===== config.mk =====
export PLATFORM = sky130hd
export DESIGN_NAME = clk_en_scheduler
export DESIGN_NICKNAME = d
export VERILOG_FILES = /design/src/rtl/clk_sched_pkg.sv /design/src/rtl/clk_sched_chan.sv /design/src/rtl/clk_en_scheduler.sv
export SDC_FILE = /design/constraint.sdc
export NUM_CORES = 1
export LEC_CHECK = 0
export CAP_MARGIN = 20
export CORE_AREA = 2 2 120 122
export DETAILED_ROUTE_END_ITERATION = 16
export DIE_AREA = 0 0 122 124
export HOLD_SLACK_MARGIN = 0.02
export PLACE_DENSITY = 0.72
export SLEW_MARGIN = 15
export SYNTH_ARGS = -nofsm -noshare
export SYNTH_HDL_FRONTEND = slang
export SYNTH_SLANG_ARGS = --single-unit

===== constraint.sdc =====
create_clock -name Clk -period 4.3 [get_ports Clk]
set_input_delay 0.43 -clock Clk [delete_from_list [all_inputs] [get_ports Clk]]
set_output_delay 0.43 -clock Clk [all_outputs]
set_load 0.02 [all_outputs]

===== src/rtl/clk_sched_pkg.sv =====
// Shared definitions for the clock-enable scheduler.
// Contains the channel FSM encoding and the default base prescale.
package clk_sched_pkg;

    typedef logic [1:0] chan_state_t;

    localparam chan_state_t ST_OFF = 2'd0;
    localparam chan_state_t ST_ARM = 2'd1;
    localparam chan_state_t ST_RUN = 2'd2;

    // 1 us base tick at a 50 MHz system clock
    localparam int unsigned BASE_DIV_DEFAULT = 50;

endpackage


===== src/rtl/clk_sched_chan.sv =====
// One clock-enable channel: OFF/ARM/RUN FSM, period counter, latched divide, strobe and toggle.
// Starts and stops are aligned to base ticks and period ends, so no runt periods occur.
module clk_sched_chan
    import clk_sched_pkg::*;
#(
    parameter int unsigned CNT_W = 26
) (
    input  logic             Clk,
    input  logic             Reset,
    input  logic             tick,
    input  logic             req,
    input  logic [CNT_W-1:0] div,
    output logic             ce,
    output logic             toggle,
    output logic             active
);

    localparam logic [CNT_W-1:0] CNT_ONE = CNT_W'(1);

    chan_state_t      state_q, state_d;
    logic [CNT_W-1:0] cnt_q, cnt_d;
    logic [CNT_W-1:0] div_q, div_d;
    logic [CNT_W-1:0] div_eff;
    logic             ce_q, ce_d;
    logic             toggle_q, toggle_d;
    logic             active_q;
    logic             period_end;

    // A divide of zero behaves as one: strobe on every base tick
    assign div_eff    = (div == '0) ? CNT_ONE : div;
    assign period_end = tick && (cnt_q == div_q - CNT_ONE);

    always_comb begin
        state_d  = state_q;
        cnt_d    = cnt_q;
        div_d    = div_q;
        ce_d     = 1'b0;
        toggle_d = toggle_q;
        case (state_q)
            ST_OFF: begin
                if (req) begin
                    state_d = ST_ARM;
                end
            end
            ST_ARM: begin
                if (!req) begin
                    state_d = ST_OFF;
                end else if (tick) begin
                    state_d = ST_RUN;
                    div_d   = div_eff;
                    cnt_d   = '0;
                end
            end
            ST_RUN: begin
                if (period_end) begin
                    ce_d     = 1'b1;
                    toggle_d = ~toggle_q;
                    cnt_d    = '0;
                    div_d    = div_eff;
                    // Stop only here; the final strobe above is still issued
                    if (!req) begin
                        state_d = ST_OFF;
                    end
                end else if (tick) begin
                    cnt_d = cnt_q + CNT_ONE;
                end
            end
            default: begin
                state_d = ST_OFF;
            end
        endcase
    end

    always_ff @(posedge Clk or posedge Reset) begin
        if (Reset) begin
            state_q  <= ST_OFF;
            cnt_q    <= '0;
            div_q    <= CNT_ONE;
            ce_q     <= 1'b0;
            toggle_q <= 1'b0;
            active_q <= 1'b0;
        end else begin
            state_q  <= state_d;
            cnt_q    <= cnt_d;
            div_q    <= div_d;
            ce_q     <= ce_d;
            toggle_q <= toggle_d;
            active_q <= (state_d == ST_RUN);
        end
    end

    assign ce     = ce_q;
    assign toggle = toggle_q;
    assign active = active_q;

endmodule


===== src/rtl/clk_en_scheduler.sv =====
// Central clock-enable scheduler: shared base prescaler feeding NUM_CH independent channels.
// All strobes are single-cycle enables in the Clk domain; no derived clocks are produced.
module clk_en_scheduler
    import clk_sched_pkg::*;
#(
    parameter int unsigned NUM_CH   = 2,
    parameter int unsigned CNT_W    = 26,
    parameter int unsigned BASE_DIV = BASE_DIV_DEFAULT
) (
    input  logic                    Clk,
    input  logic                    Reset,
    input  logic [NUM_CH-1:0]       ch_req,
    input  logic [NUM_CH*CNT_W-1:0] ch_div,
    output logic                    base_tick,
    output logic [NUM_CH-1:0]       ch_ce,
    output logic [NUM_CH-1:0]       ch_toggle,
    output logic [NUM_CH-1:0]       ch_active
);

    localparam int unsigned     BCNT_W   = $clog2(BASE_DIV);
    localparam logic [BCNT_W-1:0] BCNT_ONE = BCNT_W'(1);
    localparam logic [BCNT_W-1:0] BCNT_TOP = BCNT_W'(BASE_DIV - 1);

    logic [BCNT_W-1:0] bcnt_q, bcnt_d;
    logic              base_tick_q;
    logic              tick;

    // Internal tick leads base_tick by one cycle so channel strobes line up with it
    assign tick   = (bcnt_q == BCNT_TOP);
    assign bcnt_d = tick ? '0 : bcnt_q + BCNT_ONE;

    always_ff @(posedge Clk or posedge Reset) begin
        if (Reset) begin
            bcnt_q      <= '0;
            base_tick_q <= 1'b0;
        end else begin
            bcnt_q      <= bcnt_d;
            base_tick_q <= tick;
        end
    end

    assign base_tick = base_tick_q;

    for (genvar i = 0; i < NUM_CH; i++) begin : g_chan
        clk_sched_chan #(
            .CNT_W (CNT_W)
        ) u_chan (
            .Clk    (Clk),
            .Reset  (Reset),
            .tick   (tick),
            .req    (ch_req[i]),
            .div    (ch_div[i*CNT_W +: CNT_W]),
            .ce     (ch_ce[i]),
            .toggle (ch_toggle[i]),
            .active (ch_active[i])
        );
    end

endmodule


# After elaboration in Yosys (flattened, before gate mapping)
# Index checks and enable logic that the tools add are counted.
# classes
n_addsub	5
eq_ne	17
n_mux	36
bitwise_logic	2
reduce_logical	14
# ops
cell	count
$mux 26	15
$pmux 26 s2	4
$add 26x1->26 const B	2
$eq 26x26->1	2
$logic_not 26->1	2
$sub 26x1->26 const B	2
$mux 2	10
$reduce_and 4->1	4
$pmux 2 s3	2
$eq 2x2->1 const B	4
$add 6x1->6 const B	1
$eq 6x6->1 const B	1
$mux 6	1
$ne 2x1->1 const B	3
$ne 2x2->1 const B	3
$eq 2x1->1 const B	2
$logic_not 2->1	2
$mux 1	4
$reduce_and 2->1	2
$reduce_bool 2->1	2
$ne 3x1->1 const B	1
$ne 3x2->1 const B	1
$logic_and 1x1->1	2
$not 1->1	2
# totals
ff_bits	121
in_bits	56
out_inout_bits	7
elab_cells	88

# Longest topological paths before layout
# depth
word_depth	6
ltp_mapped	13

# By module
# From an unflattened synthesis, not the netlist that was laid out.
# unflattened
cells_unflattened	858
area_unflattened_um2	7886.3
# by_module_without_submodules
module	n_inst	cells_each	area_each_um2
clk_sched_chan (g_chan[1].u_chan)	1	408	3796.1
clk_sched_chan (g_chan[0].u_chan)	1	423	3774.9
clk_en_scheduler	1	27	315.3

# Least setup slack after synthesis
# Ideal clock, no wire load.
# synth_timing
kind	register -> register
from	register g_chan[0].u_chan.div_q[0]
to	register g_chan[0].u_chan.cnt_q[5]
setup_ps	120
arrival_time_ps	3345
t_required_ps	4180
setup_slack_ps	835
stages_incl_launch_ff	13
period_less_slack_ps	3465
path_cell_list	dfstp_2 -> inv_1 -> ha_1 -> buf_2 -> or4b_1 -> clkbuf_2 -> o31a_1 -> or4_4 -> nand3_2 -> or4b_4 -> o41ai_4 -> buf_6 -> nor2_1
# synth_between
elab_chain_cells	5
elab_cells_between_ends	7
classes_between	add/sub (1); eq/ne (2); mux (2); reduce/logical (2)
# synth_rtl
item	line	text
from (decl)	clk_sched_chan.sv:22	logic [CNT_W-1:0] div_q, div_d;
from (signal assigned)	clk_sched_chan.sv:85	div_q <= div_d;
$sub 26x1->26 (*)	clk_sched_chan.sv:31	assign period_end = tick && (cnt_q == div_q - CNT_ONE);
$eq 26x26->1 (*)	clk_sched_chan.sv:31	
$logic_and 1x1->1 (*)	clk_sched_chan.sv:31	
$ne 3x1->1 (no line) or $mux 26 (tied branches)	--	
$reduce_and 4->1 (no line) or $pmux 26 s2 (tied branches)	--	
to (signal assigned)	clk_sched_chan.sv:84	cnt_q <= cnt_d;
to (decl)	clk_sched_chan.sv:21	logic [CNT_W-1:0] cnt_q, cnt_d;
# Every way passes the cells marked *; elsewhere a longest branch is shown, timed or not.
# A chain may end at the register's enable or synchronous reset.

# Worst setup path after layout
# layout_timing
from	register g_chan[1].u_chan.div_q[8]
to	register g_chan[1].u_chan.div_q[14]
# layout_between
elab_chain_cells	5
# layout_rtl
item	line
from (decl)	clk_sched_chan.sv:22
from (signal assigned)	clk_sched_chan.sv:85
$sub 26x1->26	clk_sched_chan.sv:31
$eq 26x26->1	clk_sched_chan.sv:31
$logic_and 1x1->1	clk_sched_chan.sv:31
$ne 2x1->1 (no line)	--
$reduce_and 4->1 (no line)	--
# Every way passes these cells.

==> flow_results.org <==
** Run status
- The run finished with clean final reports.

** Clock network
- Buffer depth of the longest clock path :: 2
- CTS placed an instance of clkbuf_16 at the clock tree root.
- Post-CTS Hold Fix Bufs :: 0
- Post-CTS Resized :: 0
- Clock sink count :: 121
- Total clock buffers created by CTS :: 17
- CTS built an H-tree with a depth of 4.
- Clock latency reported for the late side of the worst-skew pair :: 0.43 ns
- TritonCTS built the clock tree.
- Worst-path clk slew :: 0.06 ns
- Post-CTS setup repair buffer count :: 0

** Yosys
- Largest family of logic cells by synthesized area :: simple AND/OR/NAND/NOR gates
- Counting flops and latches in the post-synthesis netlist gives 121.
- Of the total synthesized cell area, the portion taken by XOR and XNOR cells is 0.146.
- After synthesis, the share of cell area in mux cells is 0.0856.
- Post-Synthesis Net Count :: 815
- Complex-gate fraction of the synthesized area :: 0.0702
- Proportion of register bits with asynchronous set or reset after synthesis :: 1.00
- The most used flip-flop cell after synthesis is dfrtp_1.
- Share of synthesized cell area in and, or, nand and nor gates :: 0.239
- Syn Inst Count :: 753
- Yosys mapped a number of flops with a built-in enable equal to 0.
- Area share of fa/ha/maj cells after synthesis :: 0.0103
- Summing every instance area after synthesis gives 7310 sq um.
- Count of yosys warnings during synthesis :: 0
- Number of library cell types mapped by synthesis :: 71
- Register area share after synthesis :: 0.415
- Mean cell area of the mapped netlist :: 9.71 sq um

** GRT
- Layer with the highest usage :: met2
- Number of global-route vias before repair :: between 5,000 and 6,000
- Global routing finished with a remaining overflow of 0.
- First-pass GRT wire length :: about 29 mm
- In the global route stage, met3 resource usage came out at 0.0504.
- Routing usage on met2 :: 0.371
- The number of antenna violations at the first check in global routing came to 0.
- For this run, global-route usage on met1 was measured as 0.361.
- Global Route Usage Sum :: 0.248
- Entering global routing, the biggest net connects 67 pins.

** Route
- In this run, the number of DRC markers left after iteration 0 of detailed routing was about 550.
- Antenna-violating nets left :: 0
- After detailed routing, the total wire length is 17.5 mm.
- In the routed design, unresolved DRC markers number 0.
- For this run, the detailed router's first-pass iteration total came to 5.
- Dividing the detail-routed wire length by the instance count gives 17.5 um.
- The final route contains a little under 6,000 vias.
- Via count normalized by instance count :: just under 6

** Die
- In this run the vertical extent of the chip is 124 um.
- The initial utilization of the core area, before any placement, comes to 0.533.
- The die is 122 um wide.
- Die ar. :: 15,100 sq um
- For this design the top-level I/O count stands at 63.
- The core region is 13,700 sq um.
- The floorplan has 43 rows.

** Finish
- The library cell used most frequently in the layout, excluding fill and tap cells, is dfrtp_1.
- In the layout the commonest cells are dfrtp_1, nor2_1, xor2_1.
- The repair_antennas step left the layout with diodes totalling 0.
- Leaving out filler cells and counting taps, the final layout contains 1,004.
- Total number of nets in the final design :: 873
- The area growth from synthesis to layout is 19.1%.
- Of the cells placed in the final design, the portion with a size suffix greater than 1 is 0.117.

** Critical path
- The worst setup path is launched from a flop.
- Kind of capture point of the worst setup path :: flop
- The critical path is of the reg2reg type.
- The critical path starts at g_chan[1].u_chan.div_q[8].
- FF-to-FF End :: g_chan[1].u_chan.div_q[14]
- Along the worst path, the maximum fanout reaches 22.
- Data on the critical path arrives at its endpoint at 4.24 ns.
- Data on the critical path is required at its endpoint by 4.60 ns.
- Number of cells on the worst reg-to-reg path :: 9
- In this run the critical register-to-register path is launched from g_chan[1].u_chan.div_q[8].
- Reg2reg setup slack :: 0.37 ns

** Timing
- Worst-Margin Slew :: ~0.86 ns
- Setup TNS Final :: 0 ns
- The clock arrives with ~0.009 ns of skew.
- Share of the clock period used by the worst path :: 0.915
- Timing-limited maximum frequency :: about 0.25 GHz
- Count of final hold-check violations :: 0
- Worst relative slew slack :: 0.424
- Final max-slew violation count :: 0
- Final critical path time including I/O delays and setup :: 3.93 ns
- Unrepaired setup endpoints after global routing :: no
- Final setup vio count :: 0

** Placement
- During placement, the flow inserted port buffers numbering between 60 and 70.
- Counting tap cells, the placed design contains a total of roughly 970 instances.
- After legalization and detailed placement, the total HPWL measured 13.1 mm.
- Routability-driven placement finished with a final weighted congestion of slightly above 0.9.

** Min path
- Hold Path Origin :: g_chan[1].u_chan.toggle
- End of the worst hold path :: g_chan[1].u_chan.toggle
- The worst hold path belongs to the class reg2reg.
- Hold depth :: 1

** Power
- P_leak :: 3.70 nW
- For this design the ratio of total power to cell area is about 350 nW/um^2.
- Worst supply voltage drop on vdd :: 0.000273 V

** Run
- Across the run, the number of max-cap violations was 0.
[routing by layer]
metal	up-vias	routed length [um]	share of wire
met2	161	7840	0.45
li1	2799	-	-
met3	24	944	0.054
met1	2893	8510	0.49
met5	-	0	0
met4	0	224	0.013
[critical path, cell delays in order, from the launching register on]
cell and delay (ns):
dfrtp_1 0.45, or4_1 0.65, nor4_2 0.58, and3_1 0.25, o31ai_1 0.07, a2111oi_0 0.47
o2111ai_1 0.41, a21boi_4 0.26, buf_4 0.30, mux2_1 0.37
[cells in the mapped netlist, drive strengths merged (15+ instances only)]
cell	n	area [sq um]
nand3	26	135
mux2	52	586
nand4	23	150
xor2	63	552
dfrtp	119	2980
xnor2	56	490
nor4	26	184
o21ai	15	75.1
nor3	20	105
buf	21	144
nand2	50	188
inv	15	56.3
nor2	103	387
[cell families (layout without fill, tap and decap cells)]
group,count (synthesis),count (layout)
simple gates,330,330
flops,121,121
xor+xnor,120,120
compound gates,71,71
mux,56,56
buf+inv,49,120
fa+ha+maj,6,6
[cell type report]
cell class | instances | area, sq um
multi-input combinational | 583 | 4040
tap | 180 | 225
sequential | 121 | 3030
clock buffer | 17 | 425
timing repair buffer | 73 | 703
inverter | 15 | 58.8
fill | 1115 | 5010
clock inverter | 15 | 226
[flip-flops by register name (all words and copies together) (netlist names)]
register	count
g_chan.u_chan.toggle	2
base_tick	1
g_chan.u_chan.active	2
g_chan.u_chan.div_q	52
g_chan.u_chan.state_q	4
g_chan.u_chan.ce	2
bcnt_q	6
g_chan.u_chan.cnt_q	52
[power breakdown]
| part | switching [mW] | internal, mW | leakage (nW) |
|---|---|---|---|
| clock | 0.536 | 1.03 | 0.309 |
| sequential | 0.0447 | 1.17 | 1.57 |
| combinational | 0.129 | 0.129 | 1.82 |
| total | 0.710 | 2.32 | 3.70 |
[how the worst max path moves through the flow]
stage                     slack (ns)                         end
after global routing            0.11  g_chan[1].u_chan.div_q[14]
after floorplan                 0.66                   base_tick
after detailed placement        0.44  g_chan[1].u_chan.div_q[22]
final                           0.37  g_chan[1].u_chan.div_q[14]
after CTS                       0.42  g_chan[1].u_chan.div_q[14]
after global placement          0.48  g_chan[1].u_chan.div_q[23]
[per-stage QoR]
stage          cell area [sq um]  worst slack (ns)  total power, mW  hold WS (ns)  utilization
3_3_place_gp                8060             0.477             1.48         0.459        0.587
5_1_grt                     8710             0.113             3.13         0.506        0.635
2_1_floorplan               7310             0.659             1.37         0.443            -
4_1_cts                     8710             0.417             3.05         0.477        0.635
6_report                    8710             0.366             3.03         0.469        0.635
3_5_place_dp                8060             0.435             1.49         0.466        0.587
Power figures use the tool's default switching activity.
